==> src/rtl/conga_note_judge.sv <==
`default_nettype none
// ============================================================================
// Module   : conga_note_judge
// Purpose  : Walks an ascending note-time chart held in a synchronous ROM.
//            Each note is compared against the song position. The module
//            announces when a note is due, judges player hits as perfect,
//            good or miss, and keeps a saturating score and combo count.
// Ports    : clk, resetn (async, active low)
//            start               restart chart at address 0, clear score/combo
//            song_pos[15:0]      current song position
//            hit                 one-cycle player hit pulse
//            rom_addr[ADDR_W-1:0], rom_data[15:0]  chart ROM (1-cycle read)
//            note_due, hit_perfect, hit_good, miss  registered 1-cycle pulses
//            score[15:0], combo[7:0]                saturating counters
//            busy (FETCH/LOAD/ARMED), done (chart finished, held)
// Revision : 1.0  initial release
// ============================================================================
module conga_note_judge #(
    parameter int          ADDR_W      = 6,
    parameter logic [15:0] PERFECT_WIN = 16'd4,
    parameter logic [15:0] GOOD_WIN    = 16'd12,
    parameter logic [15:0] END_MARK    = 16'hFFFF
) (
    input  logic              clk,
    input  logic              resetn,
    input  logic              start,
    input  logic [15:0]       song_pos,
    input  logic              hit,
    output logic [ADDR_W-1:0] rom_addr,
    input  logic [15:0]       rom_data,
    output logic              note_due,
    output logic              hit_perfect,
    output logic              hit_good,
    output logic              miss,
    output logic [15:0]       score,
    output logic [7:0]        combo,
    output logic              busy,
    output logic              done
);

    localparam logic [2:0] c_ST_IDLE  = 3'd0;
    localparam logic [2:0] c_ST_FETCH = 3'd1;
    localparam logic [2:0] c_ST_LOAD  = 3'd2;
    localparam logic [2:0] c_ST_ARMED = 3'd3;
    localparam logic [2:0] c_ST_DONE  = 3'd4;

    localparam logic [ADDR_W-1:0] c_ADDR_LAST = '1;
    localparam logic [ADDR_W-1:0] c_ADDR_ONE  = ADDR_W'(1);

    // ------------------------------------------------------------------
    // Registered state
    // ------------------------------------------------------------------
    logic [2:0]        r_state;
    logic [ADDR_W-1:0] r_addr;
    logic [15:0]       r_note_time;
    logic [15:0]       r_score;
    logic [7:0]        r_combo;
    logic              r_due_seen;
    logic              r_note_due;
    logic              r_hit_perfect;
    logic              r_hit_good;
    logic              r_miss;

    // ------------------------------------------------------------------
    // Next-state values
    // ------------------------------------------------------------------
    logic [2:0]        w_state_nxt;
    logic [ADDR_W-1:0] w_addr_nxt;
    logic [15:0]       w_note_time_nxt;
    logic [15:0]       w_score_nxt;
    logic [7:0]        w_combo_nxt;
    logic              w_due_seen_nxt;
    logic              w_note_due_nxt;
    logic              w_hit_perfect_nxt;
    logic              w_hit_good_nxt;
    logic              w_miss_nxt;
    logic              w_adv;

    // ------------------------------------------------------------------
    // Timing window arithmetic. Everything is widened to 17 bits so a
    // note near 16'hFFFF cannot wrap its late limit back to a small value,
    // and a note near 0 cannot wrap its early side.
    // ------------------------------------------------------------------
    logic [16:0] w_pos_x;
    logic [16:0] w_note_x;
    logic [16:0] w_dist;
    logic [16:0] w_late_lim;
    logic        w_late;
    logic        w_in_perfect;
    logic        w_in_good;

    assign w_pos_x      = {1'b0, song_pos};
    assign w_note_x     = {1'b0, r_note_time};
    assign w_dist       = (w_pos_x >= w_note_x) ? (w_pos_x - w_note_x)
                                                : (w_note_x - w_pos_x);
    assign w_late_lim   = w_note_x + {1'b0, GOOD_WIN};
    assign w_late       = (w_pos_x > w_late_lim);
    assign w_in_perfect = (w_dist <= {1'b0, PERFECT_WIN});
    assign w_in_good    = (w_dist <= {1'b0, GOOD_WIN});

    // Saturating increments
    logic [16:0] w_score_p3;
    logic [16:0] w_score_p1;
    logic [15:0] w_score_add3;
    logic [15:0] w_score_add1;
    logic [7:0]  w_combo_inc;

    assign w_score_p3   = {1'b0, r_score} + 17'd3;
    assign w_score_p1   = {1'b0, r_score} + 17'd1;
    assign w_score_add3 = w_score_p3[16] ? 16'hFFFF : w_score_p3[15:0];
    assign w_score_add1 = w_score_p1[16] ? 16'hFFFF : w_score_p1[15:0];
    assign w_combo_inc  = (r_combo == 8'hFF) ? 8'hFF : (r_combo + 8'd1);

    // ------------------------------------------------------------------
    // Next-state / datapath decode
    // ------------------------------------------------------------------
    always_comb begin
        w_state_nxt       = r_state;
        w_addr_nxt        = r_addr;
        w_note_time_nxt   = r_note_time;
        w_score_nxt       = r_score;
        w_combo_nxt       = r_combo;
        w_due_seen_nxt    = r_due_seen;
        w_note_due_nxt    = 1'b0;
        w_hit_perfect_nxt = 1'b0;
        w_hit_good_nxt    = 1'b0;
        w_miss_nxt        = 1'b0;
        w_adv             = 1'b0;

        if (start) begin
            // Restart wins over everything, including a hit on the note
            // currently armed; the abandoned note is never judged.
            w_state_nxt = c_ST_FETCH;
            w_addr_nxt  = '0;
            w_score_nxt = '0;
            w_combo_nxt = '0;
        end else begin
            case (r_state)
                c_ST_IDLE: begin
                end
                c_ST_FETCH: begin
                    w_state_nxt = c_ST_LOAD;
                end
                c_ST_LOAD: begin
                    w_note_time_nxt = rom_data;
                    w_due_seen_nxt  = 1'b0;
                    w_state_nxt     = (rom_data == END_MARK) ? c_ST_DONE : c_ST_ARMED;
                end
                c_ST_ARMED: begin
                    if (!r_due_seen && (song_pos == r_note_time)) begin
                        w_note_due_nxt = 1'b1;
                        w_due_seen_nxt = 1'b1;
                    end
                    // Late check first: a hit arriving after the good window
                    // is dropped and the note is scored as a miss.
                    if (w_late) begin
                        w_miss_nxt  = 1'b1;
                        w_combo_nxt = '0;
                        w_adv       = 1'b1;
                    end else if (hit && w_in_perfect) begin
                        w_hit_perfect_nxt = 1'b1;
                        w_score_nxt       = w_score_add3;
                        w_combo_nxt       = w_combo_inc;
                        w_adv             = 1'b1;
                    end else if (hit && w_in_good) begin
                        w_hit_good_nxt = 1'b1;
                        w_score_nxt    = w_score_add1;
                        w_combo_nxt    = w_combo_inc;
                        w_adv          = 1'b1;
                    end
                    // Any remaining hit is early and simply ignored.

                    if (w_adv) begin
                        if (r_addr == c_ADDR_LAST) begin
                            w_state_nxt = c_ST_DONE;
                        end else begin
                            w_addr_nxt  = r_addr + c_ADDR_ONE;
                            w_state_nxt = c_ST_FETCH;
                        end
                    end
                end
                c_ST_DONE: begin
                end
                default: begin
                    w_state_nxt = c_ST_IDLE;
                end
            endcase
        end
    end

    // ------------------------------------------------------------------
    // State register
    // ------------------------------------------------------------------
    always_ff @(posedge clk or negedge resetn) begin
        if (!resetn) begin
            r_state       <= c_ST_IDLE;
            r_addr        <= '0;
            r_note_time   <= '0;
            r_score       <= '0;
            r_combo       <= '0;
            r_due_seen    <= 1'b0;
            r_note_due    <= 1'b0;
            r_hit_perfect <= 1'b0;
            r_hit_good    <= 1'b0;
            r_miss        <= 1'b0;
        end else begin
            r_state       <= w_state_nxt;
            r_addr        <= w_addr_nxt;
            r_note_time   <= w_note_time_nxt;
            r_score       <= w_score_nxt;
            r_combo       <= w_combo_nxt;
            r_due_seen    <= w_due_seen_nxt;
            r_note_due    <= w_note_due_nxt;
            r_hit_perfect <= w_hit_perfect_nxt;
            r_hit_good    <= w_hit_good_nxt;
            r_miss        <= w_miss_nxt;
        end
    end

    // ------------------------------------------------------------------
    // Outputs
    // ------------------------------------------------------------------
    assign rom_addr    = r_addr;
    assign note_due    = r_note_due;
    assign hit_perfect = r_hit_perfect;
    assign hit_good    = r_hit_good;
    assign miss        = r_miss;
    assign score       = r_score;
    assign combo       = r_combo;
    assign busy        = (r_state == c_ST_FETCH) || (r_state == c_ST_LOAD) ||
                         (r_state == c_ST_ARMED);
    assign done        = (r_state == c_ST_DONE);

endmodule
`default_nettype wire
==> config.mk <==
export PLATFORM = sky130hd
export DESIGN_NAME = conga_note_judge
export DESIGN_NICKNAME = d
export VERILOG_FILES = /design/src/rtl/conga_note_judge.sv
export SDC_FILE = /design/constraint.sdc
export NUM_CORES = 1
export LEC_CHECK = 0
export CORE_MARGIN = 3
export CORE_UTILIZATION = 25
export CTS_BUF_LIST = sky130_fd_sc_hd__clkbuf_8
export DETAILED_ROUTE_END_ITERATION = 12
export GPL_TIMING_DRIVEN = 1
export PLACE_DENSITY = 0.43
export SYNTH_ARGS = -nofsm -noshare
export SYNTH_HDL_FRONTEND = slang
export SYNTH_SLANG_ARGS = --single-unit
export TNS_END_PERCENT = 1
==> constraint.sdc <==
create_clock -name clk -period 4.31 [get_ports clk]
set_clock_uncertainty 0.2 [all_clocks]
set_input_delay 0.431 -clock clk [delete_from_list [all_inputs] [get_ports clk]]
set_output_delay 0.431 -clock clk [all_outputs]
set_load 0.005 [all_outputs]
Word level (Yosys, flattened, before mapping)
Cells that the tools add are included.
{"block": "classes", "add_sub_neg": 7, "mul": 0, "n_div": 0, "n_lt_le_gt_ge": 4, "eq_ne": 13, "shifts": 0, "n_mux": 44, "bitwise": 1, "n_reduce_logical": 19}
{"operator": "16-bit two-way mux", "n": 7}
{"operator": "8-bit two-way mux", "n": 6}
{"operator": "16-bit by 16-bit subtractor with 17-bit output", "n": 2}
{"operator": "6-bit two-way mux", "n": 4}
{"operator": "1-bit two-way mux", "n": 20}
{"operator": "16-bit by 1-bit adder with 17-bit output (second input constant)", "n": 1}
{"operator": "16-bit by 2-bit adder with 17-bit output (second input constant)", "n": 1}
{"operator": "16-bit by 4-bit adder with 17-bit output (second input constant)", "n": 1}
{"operator": "16-bit by 17-bit greater-than comparator with 1-bit output", "n": 1}
{"operator": "17-bit by 3-bit less-or-equal comparator with 1-bit output (second input constant)", "n": 1}
{"operator": "17-bit by 4-bit less-or-equal comparator with 1-bit output (second input constant)", "n": 1}
{"operator": "17-bit two-way mux", "n": 1}
{"operator": "16-bit == test", "n": 1}
{"operator": "16-bit == test (second input constant)", "n": 1}
{"operator": "16-bit >= comparator", "n": 1}
{"operator": "3-bit two-way mux", "n": 4}
{"operator": "3-bit one-hot mux with 4 select lines", "n": 1}
{"operator": "3-bit AND reduction", "n": 3}
{"operator": "8-bit by 1-bit adder with 8-bit output (second input constant)", "n": 1}
{"operator": "8-bit == test (second input constant)", "n": 1}
{"operator": "6-bit by 1-bit adder with 6-bit output (second input constant)", "n": 1}
{"operator": "3-bit by 2-bit == test with 1-bit output (second input constant)", "n": 2}
{"operator": "6-bit == test (second input constant)", "n": 1}
{"operator": "2-bit inequality test (second input constant)", "n": 3}
{"operator": "15 further kinds", "n": 22}
{"block": "word_totals", "register_bits": 54, "latchBits": 0, "ram_bits": 0, "rom_bits": 0, "inputBits": 36, "out_inout_bits": 36, "word_cells": 98, "n_memories": 0}

Depth between registers and ports, before layout
Gate-level depths: netlist of run 1.
{"block": "logic_depth", "word_depth": 12, "ltp_mapped": 19, "mapped_depth_nobuf": 18}

Least setup slack after synthesis of run 1
No wires, ideal clock.
{"block": "synth_timing", "kind": "register to register", "from": "register r_note_time[2]", "to": "register r_score[15] (netlist: score[15])", "setup_ns": 0.138, "arrival_ns": 3.461, "t_required_ns": 3.972, "setup_slack_ns": 0.511, "stages_incl_launch_ff": 18, "path_buffers": 1, "synth_period_minus_slack_ns": 3.799, "path_cell_list": "dfrtp_1 -> inv_1 -> ha_1 -> nor2_1 -> nand2_1 -> xnor2_1 -> ha_1 -> a21o_1 -> a21o_1 -> a21o_1 -> o21ai_0 -> a21oi_1 -> o21ai_1 -> and3_1 -> nand4b_1 -> buf_2 -> o311ai_1 -> o41ai_2"}
{"block": "synth_between", "elab_chain_len": 8, "word_cells_on_any_way": 17, "classes_between": "add/sub: 3; order compare: 4; eq/ne: 1; mux: 5; reduce/logical: 4"}
{"element": "start: declaration", "line_no": "55", "rtl": "logic [15:0] r_note_time;"}
{"element": "start signal: assignment", "line_no": "209", "rtl": "r_note_time <= w_note_time_nxt;"}
{"element": "16-bit by 16-bit subtractor with 17-bit output (tied with other cells)", "line_no": "95", "rtl": ": (w_note_x - w_pos_x);"}
{"element": "17-bit two-way mux", "line_no": "94", "rtl": "assign w_dist = (w_pos_x >= w_note_x) ? (w_pos_x - w_note_x)"}
{"element": "17-bit by 3-bit less-or-equal comparator with 1-bit output", "line_no": "98", "rtl": "assign w_in_perfect = (w_dist <= {1'b0, PERFECT_WIN});"}
{"element": "1-bit logical AND", "line_no": "160", "rtl": "end else if (hit && w_in_perfect) begin"}
{"element": "16-bit two-way mux", "line_no": "160"}
{"element": "16-bit two-way mux", "line_no": "156", "rtl": "if (w_late) begin"}
{"element": "16-bit two-way mux", "line_no": "138", "rtl": "case (r_state)"}
{"element": "16-bit two-way mux", "line_no": "130", "rtl": "if (start) begin"}
{"element": "end signal: assignment", "line_no": "210", "rtl": "r_score <= w_score_nxt;"}
{"element": "end: declaration", "line_no": "56", "rtl": "logic [15:0] r_score;"}
Parallel ways exist; a longest one is shown, timed or not. The select of a mux whose other input is x is not followed.
A chain may end at the register's enable or synchronous reset.

Worst setup path after layout of run 1
{"block": "layout_timing", "from": "input port song_pos[1]", "to": "register r_score[11] (netlist: score[11])"}
{"block": "layout_between", "elab_chain_len": 8, "word_cells_on_any_way": 16, "classes_between": "add/sub: 2; order compare: 4; eq/ne: 1; mux: 5; reduce/logical: 4"}
{"element": "start: declaration", "line_no": "27", "rtl": "input logic [15:0] song_pos,"}
{"element": "16-bit by 16-bit subtractor with 17-bit output (tied with other cells)", "line_no": "95"}
{"element": "17-bit two-way mux", "line_no": "94"}
{"element": "17-bit by 3-bit less-or-equal comparator with 1-bit output", "line_no": "98"}
{"element": "1-bit logical AND", "line_no": "160"}
{"element": "16-bit two-way mux", "line_no": "160"}
{"element": "16-bit two-way mux", "line_no": "156"}
{"element": "16-bit two-way mux", "line_no": "138"}
{"element": "16-bit two-way mux", "line_no": "130"}
Parallel ways exist; a longest one is shown, timed or not. The select of a mux whose other input is x is not followed.

==> results of run 1 <==
## worst max-delay path by stage
stage | start | endpoint | slack, ns | cells past startpoint
final | song_pos[1] | score[11] | 0.13 | 16
after global routing | song_pos[2] | score[14] | -0.08 | 17
after CTS | r_note_time[6] | score[8] | 0.02 | 20
after detailed placement | song_pos[4] | score[14] | -0.30 | 15
after global placement | song_pos[6] | score[14] | -0.29 | 16
after floorplan | r_note_time[2] | score[15] | 0.51 | 17
## sequential cells by signal, summed over array words and instances, names as in the netlist
name	flops
hit_perfect	1
note_due	1
r_note_time	16
hit_good	1
rom_addr	6
r_due_seen	1
score	16
combo	8
miss	1
r_state	3
## per-layer routing
layer	vias to the layer above	share of wire, %	wire (µm)	track usage (%)
li1	3149	-	-	-
met1	3089	51	11100	24.8
met2	162	44	9470	25.9
met3	16	3.9	834	1.91
met4	0	0.96	207	2.96
met5	-	0	0	0
## Yosys cell counts, types with 14 or more instances
cell type	count	area [µm²]
xnor2_1	18	158
and3_1	14	87.6
nor3_1	19	95.1
nand3_1	27	135
nand4_1	17	106
o21ai_0	51	255
ha_1	51	638
a21oi_1	63	315
nor2_1	60	225
inv_1	55	206
nand2_1	81	304
dfrtp_1	54	1350
a21o_1	19	143
clkbuf_1	16	60.1
## power by group through the flow
stage / sequential, W / clock (W) / combinational, W
floorplan: 0.000652 / 0 / 0.00172
global placement: 0.000675 / 0 / 0.00281
detailed placement: 0.000674 / 0 / 0.00280
CTS: 0.000664 / 0.000378 / 0.00282
global route: 0.000679 / 0.000391 / 0.00316
finish: 0.000664 / 0.000358 / 0.00287
## area by class of cell
cell class,instances,share of cell area [%]
Tap cell,313,4.87
Multi-Input combinational cell,623,53.5
Clock inverter,3,0.358
Sequential cell,54,16.8
Inverter,55,2.57
Clock buffer,5,0.856
Timing Repair Buffer,199,21.1
## layout by cell type (no fill, tap or decap), drive strengths merged, types with 10 or more instances in the layout
cell type      count
buf              128
ha                51
and2              12
and3              14
nand3             27
a21o              19
nand2b            10
inv               56
o211ai            10
a31oi             12
a21oi             67
nand2             81
xnor2             18
o21ai             62
nor3              20
clkdlybuf4s50     70
nor2              60
dfrtp             54
nand4             20
## per-stage QoR
step | utilization, % | setup WS [ns] | total power, W | hold slack (ns)
after floorplan | - | 0.511 | 0.00237 | -0.0646
after global placement | 34.1 | -0.292 | 0.00349 | 0.292
after detailed placement | 34.1 | -0.303 | 0.00347 | 0.306
after CTS | 34.6 | 0.0170 | 0.00386 | 0.348
after global routing | 34.9 | -0.0818 | 0.00423 | 0.365
final | 34.9 | 0.128 | 0.00389 | 0.341
## what timing repair did
item | in CTS | in global routing
resized for setup | 1 | 16
hold buffers | 1 | 0
endpoints found under the setup margin | 1 | 25
endpoints found under the hold margin | 23 | 0
pin swaps | 0 | 2
gates cloned | 0 | 0
## cell families (layout without fill, tap and decap cells)
family / count (synthesis) / in the layout
compound gates: 251 / 251
mux: 10 / 10
fa+ha+maj: 53 / 53
flops: 54 / 54
simple gates: 287 / 287
buf+inv: 89 / 262
xor+xnor: 22 / 22
## worst max-delay path, delay by kind of cell
| family | cells | cell delay, ns |
|---|---|---|
| AOI/OAI and AO/OA | 5 | 0.85 |
| and+or+nand+nor | 5 | 1.45 |
| buffers and inverters | 4 | 0.88 |
| muxes | 1 | 0.31 |
| adders and majority gates | 1 | 0.34 |
==> qor.txt, run 1 <==
R2R Path Start: r_note_time[5]
wire per inst: 17.3 µm
clock-pin slew on the worst setup and hold paths: 0.13 ns
area of the multi-input gates: 4300 µm²
Antenna diodes: 0
min-delay worst type: flip-flop to flip-flop
Clock Tree Buf Depth: 2
placed cell area: 7860 µm²
# placed instances: 1243
Mapped Cells: 766
clk sinks: 54
flops & latches, synth: 54
final instance area: 8040 µm²
Critical Path Sink Type: flip-flop
largest family of logic cells by synthesized area: compound AO/OA/AOI/OAI gates
port bufs: 71
Antenna Violating Nets Remaining: 0
adder-cell share of the synthesized area: 11.4%
GR Overflow Total: 0
Syn Std Cell Area: 5970 µm²
die area: 25800 µm²
crit-path max FO: 11
initial DRC count: 408
CP required: 4.40 ns
critical-path cell list: clkdlybuf4s50_1, inv_1, ha_1, nand2b_1, a31oi_2, or4_1, a22oi_1, nand4_1, nor4b_1, o31a_1, and4_4, buf_12, mux2i_1, buf_4, o31ai_1, a21oi_1
crit-path max cell delay: 0.50 ns
period utilization: 97.0%
post-synthesis mux area share: 1.74%
Ports: 72
Final nets: 1027
Seq/Total Area, Yosys: 22.6%
DRC viols: 0
Max IR drop VDD: 0.210 mV
overall routing resource usage: 16.6%
Final Hold Fails: 0
r2r setup slk: 0.23 ns
filler cell count: 2418
Vias: 6416
Final Max Tran Viols: 0
XOR/XNOR share of the synthesized area: 3.23%
Non-Filler Instances: 1252
first-pass GRT wire length: 34600 µm
clk root buf: clkbuf_8
NetSw: 0.00188 W
Pwr Density: 484 nW/µm²
Worst setup SP type: input port
number of global-route vias before repair: 6205
Post-synth EDFFs: 0
initial antenna violation count: 0
Int Pwr: 0.00202 W
Compound-Gate Fraction of Synth Area: 29.5%
Netlist cell types: 92
WHS Endpoint: r_due_seen
pin count of the biggest net entering global routing: 34
Die H: 160 µm
Ys Warns: 0
FF-to-FF path depth: 15
power share of the combinational group: 73.8%
Via density: 5.12
dpl hpwl: 17300 µm
final WL: 21600 µm
Area Growth Syn to Fin: 34.7%
number of H-tree levels: 2
gp weighted congestion: 0.869
Die W: 160 µm
fraction of layout cells with a size suffix above 1: 19.8%
max-cap violations: 0
RSZ-0062 raised after global routing: true
Rows: 55
core area: 23100 µm²
Num CTS Buffers: 5
Clock Power Share: 9.2%
Reg power frac: 17.0%
Max Clk Rate: 239 MHz
Detailed Routing Iterations Pass 1: 5
Sw Share: 48.2%
HP Start: r_due_seen
Clk Latency, worst-skew pair: 0.36 ns
Critical Path AT: 4.27 ns
synthesized area per cell: 7.79 µm²
register area: 1350 µm²
Leakage: 3.46 nW
ys async rst share: 100%
reg-to-reg endpoint: score[11]
Setup CP Type: input port to flip-flop
TritonCTS clock tree: built
Synth Net Count: 855
Initial Util: 25.9%
Final TNS setup: 0 ns
Post-Synth Simple-Gate Area: 24.9%
endpoints failing setup: 0
Tightest Pin Transition: 0.630 ns
Max-Slew Margin vs Limit: 58.0%
postcts setup bufs: 0
Post-synth top flop: dfrtp_1
fin crit period: 4.18 ns
Hold Crit Depth: 2
status: complete, no violations
CP max-delay cell: clkdlybuf4s50_1
(Power assumes the default switching activity.)
==> run 2: changes to the inputs <==
--- a/config.mk
+++ b/config.mk
@@ -6,11 +6,11 @@
 export NUM_CORES = 1
 export LEC_CHECK = 0
 export CORE_MARGIN = 3
-export CORE_UTILIZATION = 25
+export CORE_UTILIZATION = 41
 export CTS_BUF_LIST = sky130_fd_sc_hd__clkbuf_8
 export DETAILED_ROUTE_END_ITERATION = 12
 export GPL_TIMING_DRIVEN = 1
-export PLACE_DENSITY = 0.43
+export PLACE_DENSITY = 0.63
 export SYNTH_ARGS = -nofsm -noshare
 export SYNTH_HDL_FRONTEND = slang
 export SYNTH_SLANG_ARGS = --single-unit
==> run 2 against run 1 <==
Net effect: combinational power is 6% higher; critical endpoint is now score[12]; power is 2.8% higher; global-route usage is 7.1 points higher; sequential power is 2% higher; register-to-register slack hardly changed; critical path depth stayed put; clock power is 20% lower; highest routed layer unchanged; critical path type unchanged.
==> qor.txt, run 2 (synthesis gave the netlist of run 1 again) <==
number of global-route vias before repair: 6477
pin count of the biggest net entering global routing: 55
die area: 16000 µm²
Antenna Violating Nets Remaining: 0
status: complete, no violations
TritonCTS clock tree: built
Setup CP Type: input port to flip-flop
Non-Filler Instances: 1120
Rows: 43
clk root buf: clkbuf_8
first-pass GRT wire length: 31700 µm
CP required: 4.37 ns
core area: 14000 µm²
port bufs: 71
Final Hold Fails: 0
wire per inst: 17.7 µm
period utilization: 96.6%
Area Growth Syn to Fin: 34.2%
Detailed Routing Iterations Pass 1: 5
CP max-delay cell: clkdlybuf4s50_1
fin crit period: 4.16 ns
r2r setup slk: 0.24 ns
initial antenna violation count: 0
Final nets: 1028
most frequent cells in the layout: 124 x buf_4, 81 x nand2_1, 70 x clkdlybuf4s50_1
Ports: 72
Total Power: 0.00400 W
Clock Tree Buf Depth: 2
fraction of layout cells with a size suffix above 1: 21.4%
Tightest Pin Transition: 0.709 ns
GR Overflow Total: 0
Most common cell on crit path: nand4_1
Final Max Tran Viols: 0
Num CTS Buffers: 5
gp weighted congestion: 0.979
Vias: 6501
Clk Latency, worst-skew pair: 0.31 ns
dpl hpwl: 15600 µm
Max-Slew Margin vs Limit: 52.8%
Max IR drop VDD: 0.216 mV
endpoints failing setup: 0
# placed instances: 1105
clk sinks: 54
Die H: 127 µm
Critical Path Sink Type: flip-flop
crit-path max FO: 8
min-delay worst type: input port to asynchronous set/reset pin
final WL: 19800 µm
Critical Path AT: 4.22 ns
Via density: 5.80
Leakage: 3.50 nW
filler cell count: 1299
clock-pin slew on the worst setup and hold paths: 0.10 ns
Initial Util: 42.5%
most common cell after layout, fill and taps aside: buf_4
initial DRC count: 445
crit-path max cell delay: 0.48 ns
Worst setup SP type: input port
area of the multi-input gates: 4440 µm²
Pwr Density: 500 nW/µm²
Antenna diodes: 0
register area: 1350 µm²
max-cap violations: 0
hold buffers post-CTS: 0
number of H-tree levels: 2
Die W: 127 µm
overall routing resource usage: 23.7%
DRC viols: 0
Max Clk Rate: 240 MHz
critical-path cell list: clkdlybuf4s50_1, inv_1, ha_2, nand4_1, o311ai_2, a22oi_1, a21oi_1, buf_4, nand4_1, nor4b_2, o31a_1, and4_4, buf_6, mux2_2, a211o_1, nand2_1
-- run 2: changes by cell type in the layout (fill, tap and decap cells not counted), moves of 2 or more --
cell | before | now
ha_1 | 47 | 42
nor4_1 | 4 | 6
buf_6 | 0 | 2
mux2i_1 | 7 | 5
mux2i_2 | 0 | 2
a21oi_2 | 3 | 5
a21oi_1 | 62 | 60
ha_4 | 0 | 4
nor4_2 | 3 | 0
-- run 2: cell type report --
cell class	instances	share of cell area (%)
clock buffer	5	0.859
clock inverter	3	0.219
inverter	55	2.58
multi-input combinational	623	55.4
sequential	54	16.9
tap	180	2.81
timing repair buffer	200	21.3
-- run 2: repair_timing --
action,CTS,global route
setup buffers,0,6
pin swaps,0,12
gates cloned,0,1
setup endpoints to repair,2,22
resized for setup,1,42
-- run 2: where the power goes --
group | total, W | leakage [nW] | switching [W] | internal [W]
clock | 0.000285 | 0.0493 | 0.000172 | 0.000113
sequential | 0.000675 | 0.722 | 0.0000907 | 0.000584
combinational | 0.00304 | 2.72 | 0.00164 | 0.00140
-- run 2: layer usage --
layer	global-route usage, %	vias to the layer above	routed length [µm]
li1	-	3155	-
met4	9.59	0	560
met5	0	-	0
met1	30.1	3090	8590
met3	2.57	45	924
met2	41.2	211	9740
-- run 2: critical path, delay by kind of cell --
| kind | cells | cell delay [ns] |
|---|---|---|
| compound gates | 5 | 1.18 |
| simple gates | 5 | 1.03 |
| fa+ha+maj | 1 | 0.39 |
| buf+inv | 4 | 0.82 |
| mux | 1 | 0.37 |
-- run 2: worst paths after layout --
| check | startpoint | endpoint | cells after the start |
|---|---|---|---|
| worst max-delay path | song_pos[2] | score[12] | 16 |
| worst min-delay path | resetn | score[7] | 2 |
| worst max register to register | r_note_time[6] | score[12] | 16 |
| worst min register to register | r_due_seen | r_due_seen | 2 |
| max in group asynchronous | resetn | r_note_time[5] | 2 |
| min in group clk | r_due_seen | r_due_seen | 2 |
-- run 2: stage by stage --
| stage | TNS (ns) | area (µm²) | setup WS [ns] | hold WS (ns) | utilization, % |
|---|---|---|---|---|---|
| floorplan | 0 | 5970 | 0.511 | -0.0646 | - |
| global placement | -5.47 | 7660 | -0.351 | 0.303 | 54.5 |
| detailed placement | -6.72 | 7660 | -0.355 | 0.319 | 54.5 |
| CTS | 0 | 7750 | 0.0153 | 0.0634 | 55.2 |
| global route | -0.0244 | 8010 | -0.0139 | 0.0873 | 57.0 |
| finish | 0 | 8010 | 0.147 | 0.0302 | 57.0 |
